File: src/rtl/yas_router_pkg.sv
// rtl/yas_router_pkg.sv - header field positions, FSM encodings and decode helpers
package yas_router_pkg;

  localparam int DEST_MSB = 7;
  localparam int DEST_LSB = 6;
  localparam int LEN_MSB  = 5;
  localparam int LEN_LSB  = 0;

  typedef enum logic [1:0] {
    HDR  = 2'd0,
    FWD  = 2'd1,
    DROP = 2'd2
  } state_e;

  function automatic logic [1:0] hdr_dest(input logic [7:0] w);
    return w[DEST_MSB:DEST_LSB];
  endfunction

  function automatic logic [5:0] hdr_len(input logic [7:0] w);
    return w[LEN_MSB:LEN_LSB];
  endfunction

endpackage

File: src/rtl/input_logic_if.sv
// rtl/input_logic_if.sv - source-side req/ack and FIFO-side push signals
interface input_logic_if #(
  parameter int NUM_PORTS = 3,
  parameter int DATA_W    = 8
);
  logic [DATA_W-1:0]    data_in;
  logic                 data_in_req;
  logic                 data_in_ack;
  logic [NUM_PORTS-1:0] fifo_full;
  logic [NUM_PORTS-1:0] fifo_push;
  logic [DATA_W-1:0]    fifo_data;

  modport master (
    output data_in, data_in_req, fifo_full,
    input  data_in_ack, fifo_push, fifo_data
  );

  modport slave (
    input  data_in, data_in_req, fifo_full,
    output data_in_ack, fifo_push, fifo_data
  );
endinterface

File: src/rtl/input_logic.sv
// rtl/input_logic.sv - packet parser steering words to per-port FIFOs
// Optional drop counter enabled by INPUT_LOGIC_DROP_CNT_EN.
module input_logic
  import yas_router_pkg::*;
#(
  parameter int NUM_PORTS = 3,
  parameter int DATA_W    = 8
) (
  input  logic              clk,
  input  logic              rst_n,
`ifdef INPUT_LOGIC_DROP_CNT_EN
  output logic [7:0]        drop_cnt,
`endif
  input_logic_if.slave      bus
);

  state_e               state_q, state_d;
  logic [5:0]           cnt_q, cnt_d;
  logic [1:0]           dest_q, dest_d;
  logic                 ack_q, ack_d;
  logic [NUM_PORTS-1:0] push_q, push_d;
  logic [DATA_W-1:0]    data_q, data_d;

  logic [1:0] in_dest;
  logic [5:0] in_len;
  logic [1:0] tgt;
  logic       legal;
  logic       tgt_full;
  logic       ok;
  logic       accept;

  // Target port is the incoming header's dest in HDR, else the latched dest.
  always_comb begin
    in_dest  = hdr_dest(bus.data_in);
    in_len   = hdr_len(bus.data_in);
    legal    = 32'(in_dest) < NUM_PORTS;
    tgt      = (state_q == HDR) ? in_dest : dest_q;
    tgt_full = 1'b0;
    for (int i = 0; i < NUM_PORTS; i++) begin
      if (tgt == 2'(i)) tgt_full = bus.fifo_full[i];
    end
    case (state_q)
      HDR:     ok = legal ? !tgt_full : 1'b1;
      FWD:     ok = !tgt_full;
      default: ok = 1'b1;
    endcase
    accept = bus.data_in_req && !ack_q && ok;
  end

  always_comb begin
    state_d = state_q;
    cnt_d   = cnt_q;
    dest_d  = dest_q;
    ack_d   = 1'b0;
    push_d  = '0;
    data_d  = data_q;
    if (accept) begin
      ack_d = 1'b1;
      case (state_q)
        HDR: begin
          cnt_d = in_len;
          if (legal) begin
            dest_d = in_dest;
            data_d = bus.data_in;
            for (int i = 0; i < NUM_PORTS; i++) push_d[i] = (in_dest == 2'(i));
            if (in_len != 6'd0) state_d = FWD;
          end else if (in_len != 6'd0) begin
            state_d = DROP;
          end
        end
        FWD: begin
          data_d = bus.data_in;
          for (int i = 0; i < NUM_PORTS; i++) push_d[i] = (dest_q == 2'(i));
          cnt_d = cnt_q - 6'd1;
          if (cnt_q == 6'd1) state_d = HDR;
        end
        default: begin
          cnt_d = cnt_q - 6'd1;
          if (cnt_q == 6'd1) state_d = HDR;
        end
      endcase
    end
  end

  always_ff @(posedge clk or negedge rst_n) begin
    if (!rst_n) begin
      state_q <= HDR;
      cnt_q   <= '0;
      dest_q  <= '0;
      ack_q   <= 1'b0;
      push_q  <= '0;
      data_q  <= '0;
    end else begin
      state_q <= state_d;
      cnt_q   <= cnt_d;
      dest_q  <= dest_d;
      ack_q   <= ack_d;
      push_q  <= push_d;
      data_q  <= data_d;
    end
  end

  assign bus.data_in_ack = ack_q;
  assign bus.fifo_push   = push_q;
  assign bus.fifo_data   = data_q;

`ifdef INPUT_LOGIC_DROP_CNT_EN
  logic [7:0] drop_cnt_q, drop_cnt_d;
  logic       drop_hdr;

  assign drop_hdr = accept && (state_q == HDR) && !legal;

  always_comb begin
    drop_cnt_d = drop_cnt_q;
    if (drop_hdr && drop_cnt_q != 8'hFF) drop_cnt_d = drop_cnt_q + 8'd1;
  end

  always_ff @(posedge clk or negedge rst_n) begin
    if (!rst_n) drop_cnt_q <= '0;
    else        drop_cnt_q <= drop_cnt_d;
  end

  assign drop_cnt = drop_cnt_q;
`endif

endmodule

File: src/flat_wrapper.sv
// flat-port wrapper written by rule: the top's interface ports become plain ports
module input_logic_flat import yas_router_pkg::*;
#(
  parameter int NUM_PORTS = 3,
  parameter int DATA_W    = 8
)
  (clk, rst_n, bus_data_in, bus_data_in_req, bus_fifo_full, bus_data_in_ack, bus_fifo_push, bus_fifo_data);
  input_logic_if #(.NUM_PORTS(NUM_PORTS), .DATA_W(DATA_W)) bus_i ();
  input  logic clk;
  input  logic rst_n;
  input wire logic [$bits(bus_i.data_in)-1:0] bus_data_in;
  input wire logic [$bits(bus_i.data_in_req)-1:0] bus_data_in_req;
  input wire logic [$bits(bus_i.fifo_full)-1:0] bus_fifo_full;
  output wire logic [$bits(bus_i.data_in_ack)-1:0] bus_data_in_ack;
  output wire logic [$bits(bus_i.fifo_push)-1:0] bus_fifo_push;
  output wire logic [$bits(bus_i.fifo_data)-1:0] bus_fifo_data;
  assign bus_i.data_in = bus_data_in;
  assign bus_i.data_in_req = bus_data_in_req;
  assign bus_i.fifo_full = bus_fifo_full;
  assign bus_data_in_ack = bus_i.data_in_ack;
  assign bus_fifo_push = bus_i.fifo_push;
  assign bus_fifo_data = bus_i.fifo_data;
  input_logic #(.NUM_PORTS(NUM_PORTS), .DATA_W(DATA_W)) u_core (.clk(clk), .rst_n(rst_n), .bus(bus_i));
endmodule
File: config.mk
export PLATFORM = sky130hd
export DESIGN_NAME = input_logic_flat
export DESIGN_NICKNAME = d
export VERILOG_FILES = /design/src/rtl/yas_router_pkg.sv /design/src/rtl/input_logic_if.sv /design/src/rtl/input_logic.sv /design/src/flat_wrapper.sv
export SDC_FILE = /design/constraint.sdc
export NUM_CORES = 1
export LEC_CHECK = 0
export ABC_AREA = 1
export BUFFER_PORTS_ARGS = -buffer_cell sky130_fd_sc_hd__buf_2
export CAP_MARGIN = 20
export CORE_MARGIN = 5
export CORE_UTILIZATION = 48
export CTS_CLUSTER_DIAMETER = 100
export CTS_CLUSTER_SIZE = 8
export DETAILED_ROUTE_END_ITERATION = 7
export PLACE_DENSITY = 0.85
export RECOVER_POWER = 100
export SLEW_MARGIN = 20
export SYNTH_ARGS = -nofsm -noshare
export SYNTH_HDL_FRONTEND = slang
export SYNTH_SLANG_ARGS = --single-unit
File: constraint.sdc
create_clock -name clk -period 1.45 [get_ports clk]
set_input_delay 0.29 -clock clk [delete_from_list [all_inputs] [get_ports clk]]
set_output_delay 0.29 -clock clk [all_outputs]
set_load 0.02 [all_outputs]
==> flow_summary.json <==
{
  "cp.required_ns": 1.66,
  "yosysMostFrequentCell": "nand2_1",
  "fp.coreArea_um2": 2480,
  "worstMarginPinSlew_ns": 0.566,
  "final_util_pct": 69.1,
  "r2r-start": "u_core.state_q[0]",
  "status": "complete, but fails checks",
  "yosys_warnings": 0,
  "cp-start-kind": "register",
  "die_h_um": 60.7,
  "ir_drop_mv": 2.18,
  "syn-instance-count": 154,
  "wl_per_cell_um": 16.2,
  "yosysUniqueCellTypes": 24,
  "setup-tns-final_ns": -1.86,
  "rsz0062_at_grt": "true",
  "place.gp.congestion": 0.935,
  "rrSetupSlack_ns": -0.16,
  "viasPerCell": 5.66,
  "synth_nets": 170,
  "fill_cells": 197,
  "grt_pass1_wl_mm": 5.75,
  "clk_latency_ns": 0.31,
  "num-nets-final": 212,
  "rows": 18,
  "initial_core_util_pct": 49.8,
  "cts_sinks": 22,
  "drtPass1Iterations": 4,
  "synthTopCellsByCount": "49 x nand2_1, 22 x dfrtp_1, 14 x inv_1",
  "p_leak_uw": 0.000843,
  "timing.rr.end": "u_core.bus.fifo_data[7]",
  "io_pins": 26,
  "max-slew-margin-rel_pct": 62.3,
  "io_buffers": 25,
  "instances_no_fill": 225,
  "placed_area_um2": 1430,
  "grt_overflow": 0,
  "synth.cell_area_um2": 1230,
  "fin_skew_ns": 0.00398,
  "synth_top_area_share_pct": 44.6,
  "ys_ff_latch": 22,
  "hold_class": "in2reg",
  "drv_cap": 0,
  "yosys.area.top_type": "dfrtp_1",
  "async_reset_ff_share_pct": 100,
  "dieArea_um2": 3690,
  "cts_buffers": 3,
  "slew_violations": 0,
  "yosysSeqAreaShare_pct": 44.6,
  "die_w_um": 60.7,
  "cts_max_path_buffers": 2,
  "grt_usage_pct": 20.9,
  "hp-start": "bus_data_in[4]",
  "antenna_cells": 0,
  "dp_slack_ns": -0.128,
  "drc": 0,
  "violations": "negative setup slack",
  "antenna_found_initial": 0,
  "grt_pass1_vias": 1234,
  "synth-edff-count": 0,
  "worstSetupEndpointType": "register",
  "syn_avg_cell_area_um2": 8.02,
  "dp.cells": 214,
  "ant_nets": 0,
  "min_to": "u_core.bus.fifo_data[4]",
  "drt_iter0_markers": 65,
  "worst_slack_ns": -0.160,
  "vias": 1274,
  "reg2reg_depth": 9,
  "h-tree-depth": 1,
  "syn2layout_area_growth_pct": 38.6,
  "final_area_um2": 1710,
  "cts_tree": "yes",
  "cp_max_fo": 8,
  "arrival_ns": 1.82,
  "whs_path_depth": 3,
  "final.min_clock_period_ns": 1.61,
  "fin_crit_sh_pct": 111,
  "hold_viol": 0,
  "wl_mm": 3.65,
  "place_hpwl_mm": 2.26,
  "cts-root-buf": "clkbuf_4",
  "clk_pin_slew_worst_paths_ns": 0.12,
  "powerDensity_nw_per_um2": 2710,
  "fmax_mhz": 621,
  "critPathKind": "reg2reg",
  "synth-main-ff-cell": "dfrtp_1",
  "yosys-top-cells-area": "dfrtp_1 45%, nand2_1 15%, nand4_1 5.6%, inv_1 4.3%, nor2_1 4.0%",
  "drive_gt1_share_pct": 38.5,
  "setup_viol": 22,
  "grt_max_degree": 23
}
==> layer usage <==
layer | vias to the layer above | GRT usage [%] | routed length, um
li1 | 595 | - | -
met1 | 611 | 24.2 | 1360
met2 | 52 | 37.7 | 1960
met3 | 16 | 3.40 | 194
met4 | 0 | 8.98 | 130
met5 | - | 0 | 0
==> sequential cells by signal (all words and copies together), names as in the netlist <==
name,flops
u_core.bus.fifo_data,8
u_core.cnt_q,6
u_core.dest_q,2
u_core.bus.fifo_push,3
u_core.state_q,2
u_core.bus.data_in_ack,1
==> cells in the final DEF (no fill, tap or decap), drive strengths merged <==
| cell | synthesis | routed |
|---|---|---|
| a21oi | 5 | 5 |
| a31oi | 2 | 2 |
| buf | 3 | 25 |
| bufinv | 0 | 1 |
| clkbuf | 1 | 16 |
| clkinv | 1 | 1 |
| dfrtp | 22 | 22 |
| dlygate4sd3 | 0 | 1 |
| ha | 2 | 2 |
| inv | 14 | 14 |
| mux2i | 1 | 1 |
| nand2 | 52 | 54 |
| nand3 | 11 | 11 |
| nand3b | 2 | 2 |
| nand4 | 11 | 11 |
| nor2 | 14 | 14 |
| o21ai | 10 | 10 |
| or2 | 1 | 1 |
| xor2 | 2 | 2 |
==> area by class of cell <==
class	count	area (um^2)	share of cell area, %
clock inverters	1	30.0	1.75
well taps	30	37.5	2.19
clock buffers	3	22.5	1.32
inverters	15	57.6	3.36
multi-input cells	115	783	45.8
repair buffers	39	229	13.4
flip-flops and latches	22	552	32.2
==> worst max-delay path: stages (launching register included) <==
cell,delay (ns)
dfrtp_1,0.46
nor2_4,0.23
buf_6,0.14
nand3_4,0.07
nand2_4,0.10
a21oi_4,0.06
nand2_8,0.12
nand3_4,0.14
nand2_1,0.13
nand2_1,0.06
==> repair_timing <==
action | CTS | global route
resized for setup | 27 | 22
hold buffers | 1 | 0
pin swaps | 12 | 9
gates cloned | 3 | 0
hold endpoints to repair | 22 | 0
setup endpoints to repair | 22 | 22
buffers inserted | 4 | 0
==> through the flow <==
| stage | hold WS (ns) | total power (uW) |
|---|---|---|
| floorplan | -0.00559 | 2640 |
| global placement | 0.268 | 3130 |
| detailed placement | 0.286 | 3260 |
| CTS | 0.231 | 4250 |
| global route | 0.240 | 4930 |
| finish | 0.236 | 4640 |
==> worst max path at each step <==
stage,start,to,slack (ns),cells past startpoint
after floorplan,u_core.state_q[0],u_core.cnt_q[4],0.002,10
after global placement,u_core.state_q[0],u_core.cnt_q[5],-0.02,10
after detailed placement,u_core.state_q[0],u_core.cnt_q[5],-0.13,10
after CTS,u_core.state_q[1],u_core.bus.fifo_data[2],-0.06,9
after global routing,u_core.state_q[0],u_core.bus.fifo_data[6],-0.20,9
final,u_core.state_q[0],u_core.bus.fifo_data[7],-0.16,9
==> report_power, final <==
group | internal, uW | total (uW) | switching (uW)
registers | 894 | 1150 | 252
clock network | 279 | 471 | 192
logic | 1100 | 3020 | 1920
total | 2270 | 4640 | 2360
==> logic make-up (layout without fill, tap and decap cells) <==
group / after synthesis / after routing / share of synthesized area (%)
buf+inv: 19 / 58 / 7.29
mux: 1 / 1 / 0.811
simple gates: 91 / 93 / 34.7
flops: 22 / 22 / 44.6
compound gates: 17 / 17 / 9.22
xor+xnor: 2 / 2 / 1.42
fa+ha+maj: 2 / 2 / 2.03
Note: power is estimated with default switching activity, not from simulation.
